--- src/rtl/osc_freq_meter.sv ---
// osc_freq_meter: gated edge counter that enables the ring oscillator and measures Tout over a Clk window
// Ports: Clk/Reset (sync, active-high), Start request, Tout async oscillator input;
//        OscEn drives OSC Start, Count/Overflow hold the last result, Valid strobes on update, Busy when not IDLE.
// Optional: define OSC_METER_AVG_EN to average four consecutive windows (Count = sum >> 2).
module osc_freq_meter #(
  parameter int GATE_CYCLES   = 1000,
  parameter int SETTLE_CYCLES = 16,
  parameter int CNT_W         = 16
) (
  input  logic             Clk,
  input  logic             Reset,
  input  logic             Start,
  input  logic             Tout,
  output logic             OscEn,
  output logic [CNT_W-1:0] Count,
  output logic             Valid,
  output logic             Busy,
  output logic             Overflow
);
  localparam int TMAX = GATE_CYCLES > SETTLE_CYCLES ? GATE_CYCLES : SETTLE_CYCLES;
  localparam int TW   = $clog2(TMAX + 1);
  typedef enum logic [1:0] {IDLE, SETTLE, MEASURE, DONE} state_t;
  state_t state_q, state_d;
  logic [TW-1:0] tmr_q, tmr_d;
  logic [CNT_W-1:0] cnt_q, cnt_d, cnt_nx, count_q, count_d;
  logic sat_q, sat_d, sat_nx, ovf_q, ovf_d;
  logic s1_q, s2_q, prev_q, rise;
`ifdef OSC_METER_AVG_EN
  logic [CNT_W+1:0] acc_q, acc_d, acc_sum;
  logic [1:0] win_q, win_d;
`endif
  assign rise   = s2_q & ~prev_q;
  // sat marks that the counter reached all-ones at any point in the run
  assign cnt_nx = (rise && !(&cnt_q)) ? cnt_q + 1'b1 : cnt_q;
  assign sat_nx = sat_q | (&cnt_nx);
`ifdef OSC_METER_AVG_EN
  assign acc_sum = acc_q + {2'b00, cnt_nx};
`endif
  always_comb begin
    state_d = state_q;
    tmr_d   = tmr_q;
    cnt_d   = cnt_q;
    sat_d   = sat_q;
    count_d = count_q;
    ovf_d   = ovf_q;
`ifdef OSC_METER_AVG_EN
    acc_d   = acc_q;
    win_d   = win_q;
`endif
    case (state_q)
      IDLE: if (Start) begin
        state_d = SETTLE;
        tmr_d   = TW'(SETTLE_CYCLES - 1);
      end
      SETTLE: if (tmr_q == '0) begin
        state_d = MEASURE;
        tmr_d   = TW'(GATE_CYCLES - 1);
        cnt_d   = '0;
        sat_d   = 1'b0;
`ifdef OSC_METER_AVG_EN
        acc_d   = '0;
        win_d   = '0;
`endif
      end else begin
        tmr_d = tmr_q - TW'(1);
      end
      MEASURE: begin
        cnt_d = cnt_nx;
        sat_d = sat_nx;
        tmr_d = tmr_q - TW'(1);
        if (tmr_q == '0) begin
`ifdef OSC_METER_AVG_EN
          // each window restarts its own saturating count; sat stays sticky across windows
          tmr_d = TW'(GATE_CYCLES - 1);
          cnt_d = '0;
          acc_d = acc_sum;
          win_d = win_q + 2'd1;
          if (win_q == 2'd3) begin
            state_d = DONE;
            count_d = acc_sum[CNT_W+1:2];
            ovf_d   = sat_nx;
          end
`else
          state_d = DONE;
          count_d = cnt_nx;
          ovf_d   = sat_nx;
`endif
        end
      end
      default: state_d = IDLE;
    endcase
  end
  always_ff @(posedge Clk) begin
    if (Reset) begin
      state_q <= IDLE;
      tmr_q   <= '0;
      cnt_q   <= '0;
      sat_q   <= 1'b0;
      count_q <= '0;
      ovf_q   <= 1'b0;
      s1_q    <= 1'b0;
      s2_q    <= 1'b0;
      prev_q  <= 1'b0;
`ifdef OSC_METER_AVG_EN
      acc_q   <= '0;
      win_q   <= '0;
`endif
    end else begin
      state_q <= state_d;
      tmr_q   <= tmr_d;
      cnt_q   <= cnt_d;
      sat_q   <= sat_d;
      count_q <= count_d;
      ovf_q   <= ovf_d;
      s1_q    <= Tout;
      s2_q    <= s1_q;
      prev_q  <= s2_q;
`ifdef OSC_METER_AVG_EN
      acc_q   <= acc_d;
      win_q   <= win_d;
`endif
    end
  end
  assign OscEn    = (state_q == SETTLE) || (state_q == MEASURE);
  assign Busy     = state_q != IDLE;
  assign Valid    = state_q == DONE;
  assign Count    = count_q;
  assign Overflow = ovf_q;
endmodule

--- config.mk ---
export PLATFORM = sky130hd
export DESIGN_NAME = osc_freq_meter
export DESIGN_NICKNAME = d
export VERILOG_FILES = /design/src/rtl/osc_freq_meter.sv
export SDC_FILE = /design/constraint.sdc
export NUM_CORES = 1
export LEC_CHECK = 0
export CAP_MARGIN = 0
export CORE_ASPECT_RATIO = 1.1
export CORE_MARGIN = 5
export CORE_UTILIZATION = 45
export DETAILED_ROUTE_END_ITERATION = 6
export GPL_ROUTABILITY_DRIVEN = 0
export PLACE_DENSITY = 0.75
export SLEW_MARGIN = 20
export SYNTH_ARGS = -nofsm -noshare
export SYNTH_HDL_FRONTEND = slang
export SYNTH_SLANG_ARGS = --single-unit
export TNS_END_PERCENT = 1
--- constraint.sdc ---
create_clock -name Clk -period 2.13 [get_ports Clk]
set_input_delay 0.426 -clock Clk [delete_from_list [all_inputs] [get_ports Clk]]
set_output_delay 0.426 -clock Clk [all_outputs]
set_load 0.1 [all_outputs]
==> flow_summary_export.csv, run 1 <==
group,metric,value,unit
clocking,cts_tree,"built",
clocking,cts_setup_buffers,0,
yosys,synth_edf_count,0,
detailed_routing,num_vias,2783,
floorplanning,die_area,7670,um^2
yosys,syn_area,2710,um^2
power_and_ir_drop,p_leak,0.00135,uW
yosys,synth.most_common_cell,"nor2_1",
sta,whs,0.456,ns
yosys,yosys.area_share.xor_xnor,2.59,%
power_and_ir_drop,irDropWorstVdd,971,uV
worst_setup_path,path_buf_inv,1,
placed_design,place_ws,-0.0970,ns
worst_setup_path,cpLargestDelayFamily,"simple AND/OR/NAND/NOR gates",
run,maxCapViolCount,0,
clocking,postCtsHoldBufs,0,
sta,clock_skew,0.00889,ns
cells_and_area,nets,414,
floorplanning,num_rows,29,
yosys,synthAdderAreaFrac,3.23,%
yosys,muxShareOfSynthArea,2.59,%
worst_setup_path,regToRegEndpoint,"cnt_q[11]$_SDFFE_PP0P_",
sta,final.min_clock_period,2.11,ns
yosys,ys_async_sr_fraction,0,%
global_routing,grt_pass1_vias,2683,
cells_and_area,antenna_cells,0,
yosys,synth_top_family_by_area,"simple AND/OR/NAND/NOR gates",
cells_and_area,n_fill_cell,524,
worst_setup_path,rr_worst_depth,7,
sta,rsz0062_at_grt,"true",
worst_setup_path,start_kind,"flop",
sta,hold_viol_final,0,
global_routing,grt_max_degree,33,
min_path,min_from,"s1_q$_SDFF_PP0_",
detailed_routing,routed_wl,7.25,mm
min_path,hold_path_depth,1,
detailed_routing,drtPass1Iterations,5,
placed_design,portBuffers,23,
sta,worst_pin_slew,0.608,ns
floorplanning,initial_core_util,46.6,%
yosys,yosys.area_share.simple,26.8,%
floorplanning,die_width,84.0,um
clocking,path_clk_slew,0.09,ns
clocking,cts_buffers,5,
clocking,cts.sinks,49,
yosys,syn_area_per_cell,8.01,um^2
worst_setup_path,slowest_delay,0.40,ns
cells_and_area,drive_above_1_share,30.2,%
worst_setup_path,path_class,"reg -> reg",
sta,finalMaxSlewViolations,0,
worst_setup_path,cp-end-kind,"flop",
worst_setup_path,r2r_setup_slack,0.02,ns
yosys,synth_top_area_share,36.2,%
global_routing,antenna_found_initial,0,
sta,max_freq,0.473,GHz
yosys,synth_compound_area_share,23.7,%
clocking,clockBufferDepth,2,
global_routing,overflow,0,
worst_setup_path,crit_path_max_fanout,8,
worst_setup_path,worstReg2RegStart,"cnt_q[2]$_SDFFE_PP0P_",
worst_setup_path,crit_path_cell_trace,"buf_4 > and4_1 > and4_2 > o211a_1 > nand4_1 > or3_1 > a21oi_1",
yosys,synth_top_area_cell,"dfxtp_1",
min_path,min_path_type,"reg -> reg",
clocking,clockRootBuffer,"clkbuf_8",
sta,fin_crit_sh,99.2,%
global_routing,grt_pass1_wl,11.9,mm
yosys,yosys-top-cells-area,"dfxtp_1, nor2_1, a21oi_1",
sta,tns,0,ns
detailed_routing,postRouteAntennaNets,0,
detailed_routing,viasPerCell,5.79,
min_path,worstHoldEndpoint,"s2_q$_SDFF_PP0_",
yosys,synth_flop_cell,"dfxtp_1",
detailed_routing,drc,0,
yosys,synthCells,338,
worst_setup_path,cp_slowest_cell,"dfxtp_1",
power_and_ir_drop,powerDensity,1030,nW/um^2
yosys,synth_cell_type_count,61,
clocking,clk_latency,0.30,ns
yosys,mappedNetlistNets,349,
yosys,ys_seq_elements,49,
detailed_routing,drt_iter0_drc,208,
status,run_status,"completed",
worst_setup_path,crit_arrival,2.34,ns
floorplanning,core,5810,um^2
placed_design,dp_hpwl,5.20,mm
sta,setup_slack,0.0163,ns
yosys,yosys_warnings,0,
clocking,h-tree-depth,2,
sta,setup_violations,0,
global_routing,grt_use_total,18.5,%
cells_and_area,layout-area-overhead-vs-synth,33.0,%
worst_setup_path,required,2.35,ns
yosys,synth_common_cells,"nor2_1, dfxtp_1, a21oi_1",
sta,max-slew-margin-rel,59.5,%
floorplanning,ios,24,
detailed_routing,avgRoutedWirePerCell,15.1,um
cells_and_area,final_util,62.0,%
floorplanning,die_y,91.4,um
yosys,seq_area_frac_synth,36.2,%
## state kept, by name (all words and copies together) (netlist names)
signal and flops:
s1_q 1, s2_q 1, tmr_q 10, prev_q 1, cnt_q 16, Count 16, state_q 2, sat_q 1
Overflow 1
## cell usage in the layout (no fill, tap or decap), types with 4 or more instances in the layout
master,n
a211oi_1,9
a21oi_1,29
a22oi_1,7
buf_12,5
buf_4,71
clkbuf_8,6
dfxtp_1,41
dfxtp_2,5
ha_1,5
inv_1,9
mux2i_1,7
nand2_1,13
nand2b_1,4
nand4_1,9
nor2_1,56
nor2b_1,5
nor3_1,6
nor4_1,4
o21ai_0,25
or2_2,5
xor2_1,5
## how the worst max path moves through the flow
stage,start,end,depth (start not counted)
after detailed placement,tmr_q[0]$_SDFFE_PP0P_,cnt_q[13]$_SDFFE_PP0P_,8
after global routing,cnt_q[2]$_SDFFE_PP0P_,cnt_q[13]$_SDFFE_PP0P_,7
after global placement,tmr_q[0]$_SDFFE_PP0P_,cnt_q[13]$_SDFFE_PP0P_,8
after CTS,cnt_q[1]$_SDFFE_PP0P_,sat_q$_SDFFE_PP0P_,7
after floorplan,cnt_q[1]$_SDFFE_PP0P_,Overflow$_SDFFE_PP0P_,7
final,cnt_q[2]$_SDFFE_PP0P_,cnt_q[11]$_SDFFE_PP0P_,7
## worst register-to-register path: stages (launching register included)
cell	delay, ns
dfxtp_1	0.40
buf_4	0.18
and4_1	0.23
and4_2	0.31
o211a_1	0.28
nand4_1	0.16
or3_1	0.32
a21oi_1	0.15
## cell families (layout without fill, tap and decap cells)
logic type	Yosys count	after routing
adders and majority gates	7	7
buffers and inverters	30	96
xor gates and xnor gates	8	8
and+or+nand+nor	136	136
muxes	7	7
DFF	49	49
AOI/OAI and AO/OA	101	101
## metrics by stage
stage / total power, uW / instance area, um^2 / instances
2_1_floorplan: 2310 / 2710 / 338
3_3_place_gp: 2930 / 3370 / 473
3_5_place_dp: 2970 / 3370 / 473
4_1_cts: 3670 / 3510 / 481
5_1_grt: 3940 / 3600 / 481
6_report: 3710 / 3600 / 481
## power by group
part | total (uW) | switching (uW) | internal, uW
clock network | 692 | 310 | 382
registers | 1080 | 72.5 | 1010
logic | 1940 | 1200 | 744
total | 3710 | 1580 | 2130
## what timing repair did
action,in CTS,in global routing
cloned,0,0
pin swaps,3,8
setup endpoints to repair,16,19
gates resized for setup,4,25
hold endpoints to repair,0,0
## layout make-up
type                    count  area (um^2)  area share (%)
inverters                   9         33.8           0.938
flip-flops and latches     49          998            27.7
clock buffers               6         82.6            2.29
multi-input cells         259         1690            47.0
repair buffers             79          658            18.3
clock inverters             2         37.5            1.04
well taps                  77         96.3            2.68
## per-layer routing
| metal | up-vias | share of wire [%] | global-route usage, % |
|---|---|---|---|
| met5 | - | 0 | 0 |
| met4 | 0 | 2.6 | 7.91 |
| met3 | 20 | 5.8 | 2.81 |
| met2 | 106 | 49 | 32.5 |
| met1 | 1288 | 42 | 22.5 |
| li1 | 1369 | - | - |
Note: power is estimated with default switching activity, not from simulation.
==> run 2: changes to the inputs <==
ABC_CLOCK_PERIOD_IN_PS = 2130   (was not set)
==> results of run 2 <==
Same layout as run 1: the final DEF is identical, and so are final timing and power.
